[src/rtl/tx_arb_pkg.sv]
// Shared types and constants for the TX FIFO write-side arbiter.
//   arb_state_e : write-port FSM states (idle, single reg byte, ALU low byte, ALU high byte)
//   requester_e : identity of a requester, used for the round-robin flag
//   BYTE_W      : width of one FIFO entry
package tx_arb_pkg;

  localparam int BYTE_W = 8;

  typedef enum logic [1:0] {
    IDLE   = 2'd0,
    REG_B  = 2'd1,
    ALU_LO = 2'd2,
    ALU_HI = 2'd3
  } arb_state_e;

  typedef enum logic {
    REQ_ALU = 1'b0,
    REQ_REG = 1'b1
  } requester_e;

endpackage

[src/rtl/req_hold_slot.sv]
// One-deep holding register for a single requester, with overflow detection.
//   clk, rst     : clock and synchronous active-high reset
//   valid, data  : 1-cycle request strobe and its payload
//   slot_release : the arbiter takes the held request at this edge
//   pend         : a request is held (registered)
//   hold         : the held payload (registered)
//   ovf          : sticky, a strobe arrived while the slot was full and not being released
module req_hold_slot #(
  parameter int W = 8
) (
  input  logic         clk,
  input  logic         rst,
  input  logic         valid,
  input  logic [W-1:0] data,
  input  logic         slot_release,
  output logic         pend,
  output logic [W-1:0] hold,
  output logic         ovf
);

  logic         pend_r;
  logic [W-1:0] hold_r;
  logic         ovf_r;

  // Capture, release and overflow tracking for the single slot entry.
  always_ff @(posedge clk) begin
    if (rst) begin
      pend_r <= 1'b0;
      hold_r <= '0;
      ovf_r  <= 1'b0;
    end else begin
      // A slot being released at this edge counts as free, so a new strobe
      // landing on the grant edge is kept rather than dropped.
      if (valid && (!pend_r || slot_release)) begin
        pend_r <= 1'b1;
        hold_r <= data;
      end else if (valid) begin
        ovf_r  <= 1'b1;
      end else if (slot_release) begin
        pend_r <= 1'b0;
      end
    end
  end

  assign pend = pend_r;
  assign hold = hold_r;
  assign ovf  = ovf_r;

endmodule

[src/rtl/tx_fifo_wr_arbiter.sv]
// Write-side scheduler for the TX async FIFO, in the FIFO write-clock domain.
// Shares the single FIFO write port between a 16-bit ALU result (sent low byte
// first) and 8-bit register-file read data, round-robin, throttled by full.
//   clk, rst             : write clock, synchronous active-high reset
//   alu_valid, alu_data  : ALU result strobe and data
//   reg_valid, reg_data  : register-file read strobe and data
//   full                 : FIFO full flag
//   w_inc, wdata         : FIFO write enable and write data
//   alu_busy, reg_busy   : requester slot occupied
//   ovf_err              : sticky, a strobe was dropped because its slot was occupied
module tx_fifo_wr_arbiter
  import tx_arb_pkg::*;
#(
  parameter int DATA_WIDTH = BYTE_W,
  parameter int ALU_WIDTH  = 2 * DATA_WIDTH
) (
  input  logic                  clk,
  input  logic                  rst,
  input  logic                  alu_valid,
  input  logic [ALU_WIDTH-1:0]  alu_data,
  input  logic                  reg_valid,
  input  logic [DATA_WIDTH-1:0] reg_data,
  input  logic                  full,
  output logic                  w_inc,
  output logic [DATA_WIDTH-1:0] wdata,
  output logic                  alu_busy,
  output logic                  reg_busy,
  output logic                  ovf_err
);

  arb_state_e            state_r;
  arb_state_e            next_state_s;
  arb_state_e            grant_state_s;
  requester_e            last_grant_r;
  requester_e            win_s;
  logic [ALU_WIDTH-1:0]  tx_buf_r;
  logic                  grant_s;
  logic                  any_pend_s;
  logic                  w_inc_s;
  logic                  alu_pend_s;
  logic                  reg_pend_s;
  logic                  alu_ovf_s;
  logic                  reg_ovf_s;
  logic                  alu_rel_s;
  logic                  reg_rel_s;
  logic [ALU_WIDTH-1:0]  alu_hold_s;
  logic [DATA_WIDTH-1:0] reg_hold_s;

  req_hold_slot #(.W(ALU_WIDTH)) u_alu_slot (
    .clk          (clk),
    .rst          (rst),
    .valid        (alu_valid),
    .data         (alu_data),
    .slot_release (alu_rel_s),
    .pend         (alu_pend_s),
    .hold         (alu_hold_s),
    .ovf          (alu_ovf_s)
  );

  req_hold_slot #(.W(DATA_WIDTH)) u_reg_slot (
    .clk          (clk),
    .rst          (rst),
    .valid        (reg_valid),
    .data         (reg_data),
    .slot_release (reg_rel_s),
    .pend         (reg_pend_s),
    .hold         (reg_hold_s),
    .ovf          (reg_ovf_s)
  );

  // Arbitration, write enable and next-state decode.
  always_comb begin
    next_state_s  = state_r;
    grant_s       = 1'b0;
    win_s         = REQ_ALU;
    grant_state_s = ALU_LO;
    any_pend_s    = alu_pend_s | reg_pend_s;
    w_inc_s       = (state_r != IDLE) && !full && !rst;

    // With both pending, the requester that did not win last time goes first.
    if (alu_pend_s && reg_pend_s) begin
      win_s = (last_grant_r == REQ_ALU) ? REQ_REG : REQ_ALU;
    end else if (reg_pend_s) begin
      win_s = REQ_REG;
    end else begin
      win_s = REQ_ALU;
    end

    if (win_s == REQ_REG) begin
      grant_state_s = REG_B;
    end else begin
      grant_state_s = ALU_LO;
    end

    case (state_r)
      IDLE: begin
        if (any_pend_s) begin
          grant_s      = 1'b1;
          next_state_s = grant_state_s;
        end else begin
          next_state_s = IDLE;
        end
      end
      ALU_LO: begin
        if (w_inc_s) begin
          next_state_s = ALU_HI;
        end else begin
          next_state_s = ALU_LO;
        end
      end
      REG_B, ALU_HI: begin
        // Re-grant on the edge that writes the last byte so transfers run back to back.
        if (w_inc_s && any_pend_s) begin
          grant_s      = 1'b1;
          next_state_s = grant_state_s;
        end else if (w_inc_s) begin
          next_state_s = IDLE;
        end else begin
          next_state_s = state_r;
        end
      end
      default: begin
        next_state_s = IDLE;
      end
    endcase
  end

  assign alu_rel_s = grant_s && (win_s == REQ_ALU);
  assign reg_rel_s = grant_s && (win_s == REQ_REG);

  // State register, round-robin flag and transmit buffer.
  always_ff @(posedge clk) begin
    if (rst) begin
      state_r      <= IDLE;
      last_grant_r <= REQ_REG;
      tx_buf_r     <= '0;
    end else begin
      state_r <= next_state_s;
      if (grant_s) begin
        last_grant_r <= win_s;
        if (win_s == REQ_ALU) begin
          tx_buf_r <= alu_hold_s;
        end else begin
          tx_buf_r <= {{(ALU_WIDTH-DATA_WIDTH){1'b0}}, reg_hold_s};
        end
      end
    end
  end

  assign w_inc    = w_inc_s;
  assign wdata    = (state_r == ALU_HI) ? tx_buf_r[ALU_WIDTH-1:DATA_WIDTH]
                                        : tx_buf_r[DATA_WIDTH-1:0];
  assign alu_busy = alu_pend_s;
  assign reg_busy = reg_pend_s;
  assign ovf_err  = alu_ovf_s | reg_ovf_s;

endmodule
[config.mk]
export PLATFORM = sky130hd
export DESIGN_NAME = tx_fifo_wr_arbiter
export DESIGN_NICKNAME = d
export VERILOG_FILES = /design/src/rtl/tx_arb_pkg.sv /design/src/rtl/req_hold_slot.sv /design/src/rtl/tx_fifo_wr_arbiter.sv
export SDC_FILE = /design/constraint.sdc
export NUM_CORES = 1
export LEC_CHECK = 0
export ABC_AREA = 1
export BUFFER_PORTS_ARGS = -buffer_cell sky130_fd_sc_hd__clkbuf_2
export CAP_MARGIN = 5
export CORE_MARGIN = 1
export CORE_UTILIZATION = 40
export DETAILED_ROUTE_END_ITERATION = 7
export SYNTH_ARGS = -nofsm -noshare
export SYNTH_HDL_FRONTEND = slang
export SYNTH_SLANG_ARGS = --single-unit
[constraint.sdc]
create_clock -name clk -period 1.95 [get_ports clk]
set_clock_uncertainty 0.2 [all_clocks]
set_input_delay 0.39 -clock clk [delete_from_list [all_inputs] [get_ports clk]]
set_output_delay 0.39 -clock clk [all_outputs]
set_load 0.03 [all_outputs]
==> qor.txt, run 1 <==
Run status -> finished, final reports clean
Overall fraction of global-route tracks in use -> 16.7%
Area inside the core boundary -> 0.00514 sq mm
Post-DP HPWL -> 3.14 mm
Yosys reg bits -> 47
Wire length per cell -> 11.0 microns
PD cells -> 869 mW/mm^2
Num rows -> 26
Launching element type of the critical path -> flop
Aggregate routed wire length -> 4.49 mm
Synthesized area per cell -> 7.17 sq um
Worst Path Required -> 1.36 ns
Area Overhead vs Synth -> 16.2%
Post-synthesis instance area -> 0.00216 sq mm
Post-Synth Adder-Cell Area -> 0%
Number of max-slew violations in the final report -> 0
Via Count -> 1862
Latest clock arrival within the worst-skew pair -> 0.30 ns
Cts hold-fix bufs -> 0
Yosys Warn Count -> 0
Standby leakage power -> 1.27 nW
Number of antenna diodes -> 0
Family with the most delay on the worst path -> flip-flops
Max-cap viol count -> 0
Die area -> 0.00569 sq mm
Horizontal die dimension -> 75.5 microns
Setup-failing EPs final -> 0
Post-synthesis sequential area ratio -> 43.6%
DRT Pass-1 Iters -> 6
Post-route cell area -> 0.00251 sq mm
Fraction of synthesized cell area in xor and xnor cells -> 0%
Clock-pin slew reported for the worst setup and hold paths after clock tree synthesis -> 0.09 ns
Port bufs -> 40
Area of placed instances -> 0.00239 sq mm
Post-Syn Instances -> 301
Remaining global-route overflow -> 0
Drt first-iter violations -> 63
Worst voltage drop across the vdd grid -> 321 uV
TritonCTS Buffers -> 5
Kind of capture point of the worst setup path -> output pin
Hold WC Path Type -> in2reg
Mux share of post-synthesis cell area -> 4.17%
Root Buffer Master -> clkbuf_8
Fill cells -> 558
Final hold vios -> 0
Cell chain of the critical path -> nand2_4 -> mux2_2 -> clkbuf_2
H-tree levels -> 2
Total Negative Setup Slacks -> 0 ns
Clock tree sinks -> 47
Simple-gate share of the synthesized area -> 30.6%
Worst R2R Setup Slack -> 0.38 ns
CTS tree -> yes
Launch instance of the worst min-delay path -> reg_data[1]
Total I/O pin count -> 41
Critical R2R Capture -> u_alu_slot.hold[13]
Post-layout total power -> 2.18 mW
Critical Path Slowest Stage Cell -> dfxtp_2
Effective utilization at floorplan -> 42.0%
Number of buffers added for setup after CTS -> 0
Worst slew margin relative to its limit -> 77.3%
Final GP Congestion -> 0.719
Commonest cells after routing, fill and taps aside -> nand2_1, a21oi_1, dfxtp_1
Nets -> 367
Net Count, Synth -> 330
Routed via count divided by cell count -> 4.55
Commonest non-fill, non-tap cell in the layout -> nand2_1
Transition time of the tightest slew-check pin -> 0.340 ns
Highest clock rate -> 531 MHz
Worst EP arrival -> 1.29 ns
Final period util -> 96.6%
Number of buffers and inverters on the critical path -> 1
Number of antenna violations at the first check in global routing -> 0
Number of cells on the worst reg-to-reg path -> 8
Pin count of the biggest net entering global routing -> 35
Setup Crit Path Kind -> reg2out
Share of cells above drive strength 1 -> 23.0%
Chip Height -> 75.5 microns
Number of global-route vias before repair -> 1509
Delay of the slowest cell on the worst path -> 0.35 ns
Fraction of the core area covered by cells at the end of the flow -> 48.8%
Largest driver fanout on the critical path -> 8
Worst hold-check slack -> 0.185 ns
Fraction of the mapped netlist area in compound gates -> 11.0%
Distinct cell type count after synthesis -> 21
First-pass GRT wire length -> 7.21 mm
Max Root-Sink Buffers -> 2
Hold Path Sink -> u_reg_slot.hold[1]
Residual DRC -> 0
Largest family of logic cells by synthesized area -> simple AND/OR/NAND/NOR gates
DRT antenna net count -> 0
Min-Delay Path Depth -> 5
Tmin final -> 1.88 ns
RSZ-0062 raised after global routing -> false
[worst register-to-register path, cell delays in order, from the launching register on]
cell     delay (ns)
dfxtp_2        0.35
nor2_1         0.13
inv_1          0.09
nand2_4        0.11
nand2_2        0.08
nand2_4        0.27
nand3_1        0.13
nand2_1        0.08
nor2_1         0.04
[layer usage]
| layer | share of wire [%] | GRT usage, % |
|---|---|---|
| met2 | 45 | 25.3 |
| met1 | 51 | 23.9 |
| met5 | 0 | 0 |
| met3 | 3.4 | 3.97 |
| met4 | 0.51 | 4.32 |
[what timing repair did]
action	CTS	global route
setup endpoints to repair	8	8
resized for setup	2	8
cloned	0	0
pin swaps	0	1
[cells by family after synthesis]
family / after synthesis
and+or+nand+nor: 149
buffers and inverters: 50
AOI/OAI and AO/OA: 47
DFF: 47
muxes: 8
[through the flow]
stage	worst slack, ns	instances
after floorplan	0.138	301
after global placement	0.211	401
after detailed placement	0.191	401
after CTS	0.0115	409
after global routing	0.00260	409
final	0.0659	409
[power by group]
part,internal [mW],total [mW],switching (mW)
clock network,0.323,0.649,0.326
registers,1.04,1.09,0.0500
logic,0.158,0.439,0.281
total,1.52,2.18,0.657
[layout make-up]
| type | instances | area (sq um) | area share (%) |
|---|---|---|---|
| tap | 70 | 87.6 | 3.49 |
| sequential | 47 | 943 | 37.6 |
| multi-input combinational | 204 | 995 | 39.7 |
| inverter | 34 | 133 | 5.29 |
| timing repair buffer | 46 | 245 | 9.78 |
| clock buffer | 7 | 96.3 | 3.84 |
| clock inverter | 1 | 7.51 | 0.299 |
[worst max-delay path by stage]
stage	from	end	slack (ns)	cells after the start
after global placement	state_r[0]	wdata[4]	0.21	3
after global routing	flop	wdata[5]	0.003	3
after floorplan	rst	w_inc	0.14	2
final	flop	wdata[6]	0.07	3
after CTS	state_r[0]	wdata[3]	0.01	3
after detailed placement	state_r[0]	wdata[0]	0.19	3
[registers in the layout, indices dropped and copies added, names as in the netlist, named ones only]
signal and cells:
tx_buf_r 16, u_reg_slot.hold 8, state_r 1, u_reg_slot.ovf 1
u_alu_slot.ovf 1, last_grant_r 1, u_reg_slot.pend 1, u_alu_slot.pend 1
u_alu_slot.hold 16
[cell usage after synthesis]
master,n,area (sq um)
inv_6,1,8.76
inv_2,1,3.75
buf_6,4,45.0
nor2_2,1,6.26
mux2_2,8,90.1
buf_1,2,7.51
o21bai_1,1,7.51
buf_2,3,15.0
buf_4,1,7.51
nand3_2,1,10.0
nor3_1,1,5.00
dfxtp_1,47,941
nand2_4,6,67.6
inv_1,32,120
nand2_2,2,12.5
nand3_1,26,130
a21oi_1,46,230
clkbuf_1,6,22.5
nor2_1,26,97.6
nand2_1,85,319
nor2_4,1,11.3
No activity file was read; power rests on OpenSTA's default activity.
==> run 2, diff against run 1 <==
Settings changed: ABC_AREA 1 to not set.
==> qor.txt, run 2 <==
Run status -> finished, final reports clean (unchanged)
Count of flip-flops with a built-in enable after synthesis -> 0 (unchanged)
Setup Crit Path Kind -> reg2reg (was reg2out)
Number of antenna violations at the first check in global routing -> 0 (unchanged)
Horizontal die dimension -> 77.8 microns (was 75.5 microns)
Num rows -> 27 (was 26)
Aggregate routed wire length -> 5.24 mm (was 4.49 mm)
Kind of capture point of the worst setup path -> flop (was output pin)
Highest clock rate -> 523 MHz (was 531 MHz)
Cell with the most instances after synthesis -> dfxtp_1 (was nand2_1)
Clock tree sinks -> 47 (unchanged)
Total Negative Setup Slacks -> 0 ns (unchanged)
Placed cell count -> 357 (was 401)
Largest driver fanout on the critical path -> 9 (was 8)
Die area -> 0.00605 sq mm (was 0.00569 sq mm)
Cell types with the highest counts after synthesis -> dfxtp_1, nand2_1, clkbuf_1, nor2b_1, mux2i_1 (was nand2_1, dfxtp_1, a21oi_1, inv_1)
CTS tree -> yes (unchanged)
Residual DRC -> 0 (unchanged)
Largest cells by area after synthesis -> dfxtp_1, mux2i_1, nand2_1 (was dfxtp_1, nand2_1, a21oi_1)
RSZ-0062 raised after global routing -> true (was false)
Final hold vios -> 0 (unchanged)
Launching element type of the critical path -> flop (unchanged)
Commonest non-fill, non-tap cell in the layout -> dfxtp_1 (was nand2_1)
DRT Pass-1 Iters -> 4 (was 6)
Total I/O pin count -> 41 (unchanged)
Synthesized area per cell -> 9.26 sq um (was 7.17 sq um)
First-pass GRT wire length -> 8.49 mm (was 7.21 mm)
Commonest cells after routing, fill and taps aside -> dfxtp_1, nand2_1, clkbuf_2 (was nand2_1, a21oi_1, dfxtp_1)
Fraction of post-synthesis cell area in the top cell type by area -> 41.0% (was 43.6%)
Worst Path Required -> 1.94 ns (was 1.36 ns)
Number of antenna diodes -> 0 (unchanged)
Area leader, netlist -> dfxtp_1 (unchanged)
DRT antenna net count -> 0 (unchanged)
Worst slew margin relative to its limit -> 74.4% (was 77.3%)
Setup-failing EPs final -> 0 (unchanged)
Effective utilization at floorplan -> 41.7% (was 42.0%)
Cell chain of the critical path -> buf_4 -> or2_2 -> a311oi_4 -> buf_12 -> mux2_2 (was nand2_4 -> mux2_2 -> clkbuf_2)
Number of max-slew violations in the final report -> 0 (unchanged)
Clock-pin slew reported for the worst setup and hold paths after clock tree synthesis -> 0.09 ns (about the same)
Share of cells above drive strength 1 -> 33.2% (was 23.0%)
Post-synthesis sequential area ratio -> 41.0% (was 43.6%)
Non-filler instance count after layout -> 367 (was 409)
Wire length per cell -> 14.3 microns (was 11.0 microns)
Transition time of the tightest slew-check pin -> 0.384 ns (was 0.340 ns)
Worst R2R Setup Slack -> 0.04 ns (was 0.38 ns)
Number of global-route vias before repair -> 1732 (was 1509)
Root Buffer Master -> clkbuf_8 (unchanged)
Final period util -> 98.1% (was 96.6%)
PD cells -> 827 mW/mm^2 (was 869 mW/mm^2)
Latest clock arrival within the worst-skew pair -> 0.29 ns (was 0.30 ns)
Predominant post-synthesis flop cell -> dfxtp_1 (unchanged)
Worst voltage drop across the vdd grid -> 384 uV (was 321 uV)
Max Root-Sink Buffers -> 2 (unchanged)
Fraction of synthesis flops using an asynchronous set or reset pin -> 0% (unchanged)
Post-DP HPWL -> 3.54 mm (was 3.14 mm)
Chip Height -> 77.8 microns (was 75.5 microns)
Post-synthesis instance area -> 0.00230 sq mm (was 0.00216 sq mm)
Overall fraction of global-route tracks in use -> 17.9% (was 16.7%)
Hold WC Path Type -> in2reg (unchanged)
H-tree levels -> 2 (unchanged)
Via Count -> 1914 (was 1862)
Post-Syn Instances -> 248 (was 301)
Standby leakage power -> 1.24 nW (was 1.27 nW)
Port bufs -> 40 (unchanged)
Routed via count divided by cell count -> 5.22 (was 4.55)
Final GP Congestion -> 0.753 (was 0.719)
Distinct cell type count after synthesis -> 34 (was 21)
Tmin final -> 1.91 ns (was 1.88 ns)
Net Count, Synth -> 277 (was 330)
Nets -> 323 (was 367)
Yosys Warn Count -> 0 (unchanged)
Worst EP arrival -> 1.90 ns (was 1.29 ns)
Drt first-iter violations -> 82 (was 63)
Area inside the core boundary -> 0.00551 sq mm (was 0.00514 sq mm)
Pin count of the biggest net entering global routing -> 41 (was 35)
Post-layout total power -> 2.43 mW (was 2.18 mW)
Area Overhead vs Synth -> 27.7% (was 16.2%)
Max-cap viol count -> 0 (unchanged)
Delay of the slowest cell on the worst path -> 0.34 ns (was 0.35 ns)
Critical Path Slowest Stage Cell -> a311oi_4 (was dfxtp_2)
TritonCTS Buffers -> 5 (unchanged)
Yosys reg bits -> 47 (unchanged)
Remaining global-route overflow -> 0 (unchanged)
## run 2: cell types whose count changed after synthesis, moves of 18 or more
cell	before	now
a21oi_1	46	13
inv_1	32	12
nand2_1	85	44
nand3_1	26	0
nor2_1	26	2
nor2b_1	0	18
## run 2: critical path: cells and delay by family (launching register included)
kind            cells  cell delay [ns]
buf+inv             2             0.30
simple gates        1             0.31
flops               1             0.33
compound gates      1             0.34
mux                 1             0.33
## run 2: kinds of logic (layout without fill, tap and decap cells)
kind of cell	after synthesis	after routing	synth area share [%]
AO/OA/AOI/OAI	59	59	20.9
buffers and inverters	36	83	7.24
flip-flops	47	47	41.0
multiplexers	33	33	15.6
AND/OR/NAND/NOR	73	73	15.3
## run 2: through the flow
step	hold WS [ns]	util [%]	area (sq um)	setup slack [ns]
2_1_floorplan	0.235	-	2310	-0.283
5_1_grt	0.108	53.3	2930	-0.00574
6_report	0.106	53.3	2930	0.0368
4_1_cts	0.103	52.6	2900	0.000868
3_5_place_dp	0.250	48.8	2690	-0.106
3_3_place_gp	0.244	48.8	2690	-0.0916
## run 2: final timing paths
path / startpoint / cells after the start / endpoint
setup / recovery: state_r[0] / 5 / u_alu_slot.hold[5]
hold reg to reg: u_reg_slot.hold[6] / 2 / u_reg_slot.hold[6]
setup reg to reg: state_r[0] / 5 / u_alu_slot.hold[5]
hold / removal: reg_data[6] / 3 / u_reg_slot.hold[6]
## run 2: power by group
part | switching, mW | internal, mW
registers | 0.0474 | 1.05
logic | 0.376 | 0.330
clock network | 0.335 | 0.291
## run 2: timing repair
action,CTS,global route
hold buffers,0,0
gates resized for setup,31,12
buffers inserted,1,2
pin swaps,1,2
setup endpoints to repair,8,31
## run 2: area by class of cell
cell class              instances  area [sq um]
well taps                      72          90.1
flip-flops and latches         47           943
clock inverters                 1          8.76
fillers                       513          2570
repair buffers                 62           507
multi-input cells             165          1250
clock buffers                   7          86.3
inverters                      13          48.8
## run 2: per-layer routing
| layer | vias to the layer above | share of wire [%] | GRT usage [%] |
|---|---|---|---|
| met5 | - | 0 | 0 |
| met4 | 0 | 0.48 | 3.96 |
| met3 | 2 | 5.2 | 4.24 |
| met2 | 51 | 45 | 27.3 |
| met1 | 880 | 49 | 25.3 |
| li1 | 981 | - | - |
==> run 3, diff against run 2 <==
Settings changed: CORE_ASPECT_RATIO set to 0.5.
==> qor.txt, run 3 (synthesis gave the netlist of run 2 again) <==
Run status -> finished, final reports clean (unchanged)
Die area -> 0.00607 sq mm (was 0.00605 sq mm)
Worst slew margin relative to its limit -> 75.8% (was 74.4%)
Post-layout total power -> 2.65 mW (was 2.43 mW)
Clock tree sinks -> 47 (unchanged)
Number of max-slew violations in the final report -> 0 (unchanged)
Overall fraction of global-route tracks in use -> 18.4% (was 17.9%)
Fraction of the core area covered by cells at the end of the flow -> 54.2% (was 53.3%)
Critical Path Slowest Stage Cell -> or3b_4 (was a311oi_4)
First-pass GRT wire length -> 8.57 mm (was 8.49 mm)
Non-filler instance count after layout -> 367 (unchanged)
Number of buffers and inverters on the critical path -> 2 (unchanged)
Remaining global-route overflow -> 0 (unchanged)
Area Overhead vs Synth -> 30.2% (was 27.7%)
Worst voltage drop across the vdd grid -> 406 uV (was 384 uV)
H-tree levels -> 2 (unchanged)
Horizontal die dimension -> 109 microns (was 77.8 microns)
Num rows -> 19 (was 27)
Commonest cells after routing, fill and taps aside -> dfxtp_1, nand2_1, clkbuf_2 (unchanged)
Worst setup startpoint -> state_r[0] (unchanged)
Commonest non-fill, non-tap cell in the layout -> dfxtp_1 (unchanged)
Number of antenna violations at the first check in global routing -> 0 (unchanged)
Wire length per cell -> 14.7 microns (was 14.3 microns)
Residual DRC -> 0 (unchanged)
Launching element type of the critical path -> flop (unchanged)
Max-cap viol count -> 0 (unchanged)
Chip Height -> 55.6 microns (was 77.8 microns)
Number of antenna diodes -> 0 (unchanged)
Transition time of the tightest slew-check pin -> 0.363 ns (was 0.384 ns)
DRT Pass-1 Iters -> 4 (unchanged)
PD cells -> 887 mW/mm^2 (was 827 mW/mm^2)
Latest clock arrival within the worst-skew pair -> 0.28 ns (was 0.29 ns)
Final hold vios -> 0 (unchanged)
Cell chain of the critical path -> buf_6 -> or3b_4 -> a311oi_4 -> buf_12 -> mux2_2 (was buf_4 -> or2_2 -> a311oi_4 -> buf_12 -> mux2_2)
Largest driver fanout on the critical path -> 8 (was 9)
Via Count -> 1903 (was 1914)
TritonCTS Buffers -> 5 (unchanged)
Nets -> 322 (was 323)
Share of cells above drive strength 1 -> 33.0% (was 33.2%)
Total I/O pin count -> 41 (unchanged)
Hold WC Path Type -> in2reg (unchanged)
Worst EP arrival -> 1.90 ns (about the same)
Standby leakage power -> 1.26 nW (was 1.24 nW)
Post-DP HPWL -> 3.78 mm (was 3.54 mm)
Worst hold-check slack -> 0.127 ns (was 0.106 ns)
Worst R2R Setup Slack -> 0.02 ns (was 0.04 ns)
Number of global-route vias before repair -> 1783 (was 1732)
Tmin final -> 1.93 ns (was 1.91 ns)
Port bufs -> 40 (unchanged)
Setup-failing EPs final -> 0 (unchanged)
Worst path depth -> 5 (unchanged)
Effective utilization at floorplan -> 41.7% (about the same)
Capturing element of the worst setup path -> u_alu_slot.hold[3] (was u_alu_slot.hold[5])
Highest clock rate -> 519 MHz (was 523 MHz)
Critical R2R Capture -> u_alu_slot.hold[3] (was u_alu_slot.hold[5])
Worst Path Required -> 1.92 ns (was 1.94 ns)
Max Root-Sink Buffers -> 2 (unchanged)
Clock-pin slew reported for the worst setup and hold paths after clock tree synthesis -> 0.06 ns (was 0.09 ns)
Routed via count divided by cell count -> 5.19 (was 5.22)
Kind of capture point of the worst setup path -> flop (unchanged)
Aggregate routed wire length -> 5.40 mm (was 5.24 mm)
Delay of the slowest cell on the worst path -> 0.39 ns (was 0.34 ns)
Setup Crit Path Kind -> reg2reg (unchanged)
CTS tree -> yes (unchanged)
Number of cells on the worst reg-to-reg path -> 5 (unchanged)
Family with the most delay on the worst path -> simple AND/OR/NAND/NOR gates (was compound AO/OA/AOI/OAI gates)
Final GP Congestion -> 0.750 (was 0.753)
Area inside the core boundary -> 0.00552 sq mm (was 0.00551 sq mm)
DRT antenna net count -> 0 (unchanged)
Final period util -> 98.9% (was 98.1%)
Placed cell count -> 356 (was 357)
Drt first-iter violations -> 105 (was 82)
Pin count of the biggest net entering global routing -> 41 (unchanged)
Source of the worst register-to-register timing path -> state_r[0] (unchanged)
Cts hold-fix bufs -> 0 (unchanged)
RSZ-0062 raised after global routing -> true (unchanged)
Root Buffer Master -> clkbuf_16 (was clkbuf_8)
run 3: cell types whose count changed in the layout (fill, tap and decap cells not counted), sizes merged:
cell    change
clkbuf      +5
inv         +1
clkinv      +1
buf         -8
run 3: worst min path at each step:
| stage | slack (ns) | to | startpoint | cells after the start |
|---|---|---|---|---|
| floorplan | 0.23 | u_reg_slot.hold[0] | u_reg_slot.hold[0] | 2 |
| global placement | 0.24 | u_reg_slot.hold[0] | u_reg_slot.hold[0] | 2 |
| detailed placement | 0.25 | u_alu_slot.hold[10] | u_alu_slot.hold[10] | 2 |
| CTS | 0.13 | u_alu_slot.hold[8] | alu_data[8] | 3 |
| global route | 0.13 | u_alu_slot.hold[15] | alu_data[15] | 3 |
| finish | 0.13 | u_alu_slot.hold[8] | alu_data[8] | 3 |
run 3: worst register-to-register path, cell delays in order (launching register included):
cell	delay, ns
dfxtp_2	0.35
buf_6	0.10
or3b_4	0.39
a311oi_4	0.28
buf_12	0.17
mux2_2	0.32
run 3: power by group:
part / total [mW] / switching, mW / internal, mW
sequential: 1.10 / 0.0551 / 1.05
clock: 0.852 / 0.373 / 0.480
combinational: 0.695 / 0.371 / 0.325
total: 2.65 / 0.798 / 1.85
run 3: cell type report:
cell class	count	area [sq um]
fill	518	2520
multi-input combinational	165	1260
sequential	47	946
timing repair buffer	61	494
clock buffer	5	125
tap	73	91.3
inverter	13	48.8
clock inverter	3	22.5
run 3: metrics by stage:
stage	TNS (ns)	area [sq um]	setup slack [ns]
floorplan	-2.67	2310	-0.283
global placement	-1.61	2670	-0.100
detailed placement	-2.56	2670	-0.125
finish	0	2990	0.0219
global route	-0.0276	2990	-0.0136
CTS	0	2930	0.00838
run 3: repair_timing:
item	4_1_cts	5_1_grt
cloned	0	0
pin swaps	2	1
resized for setup	31	11
buffers inserted	1	3
endpoints found under the hold margin	0	0
setup endpoints to repair	9	27
run 3: routing by layer:
metal	track usage, %	share of wire, %
met5	0	0
met4	4.76	0.85
met3	4.57	4.2
met2	24.5	41
met1	28.8	54
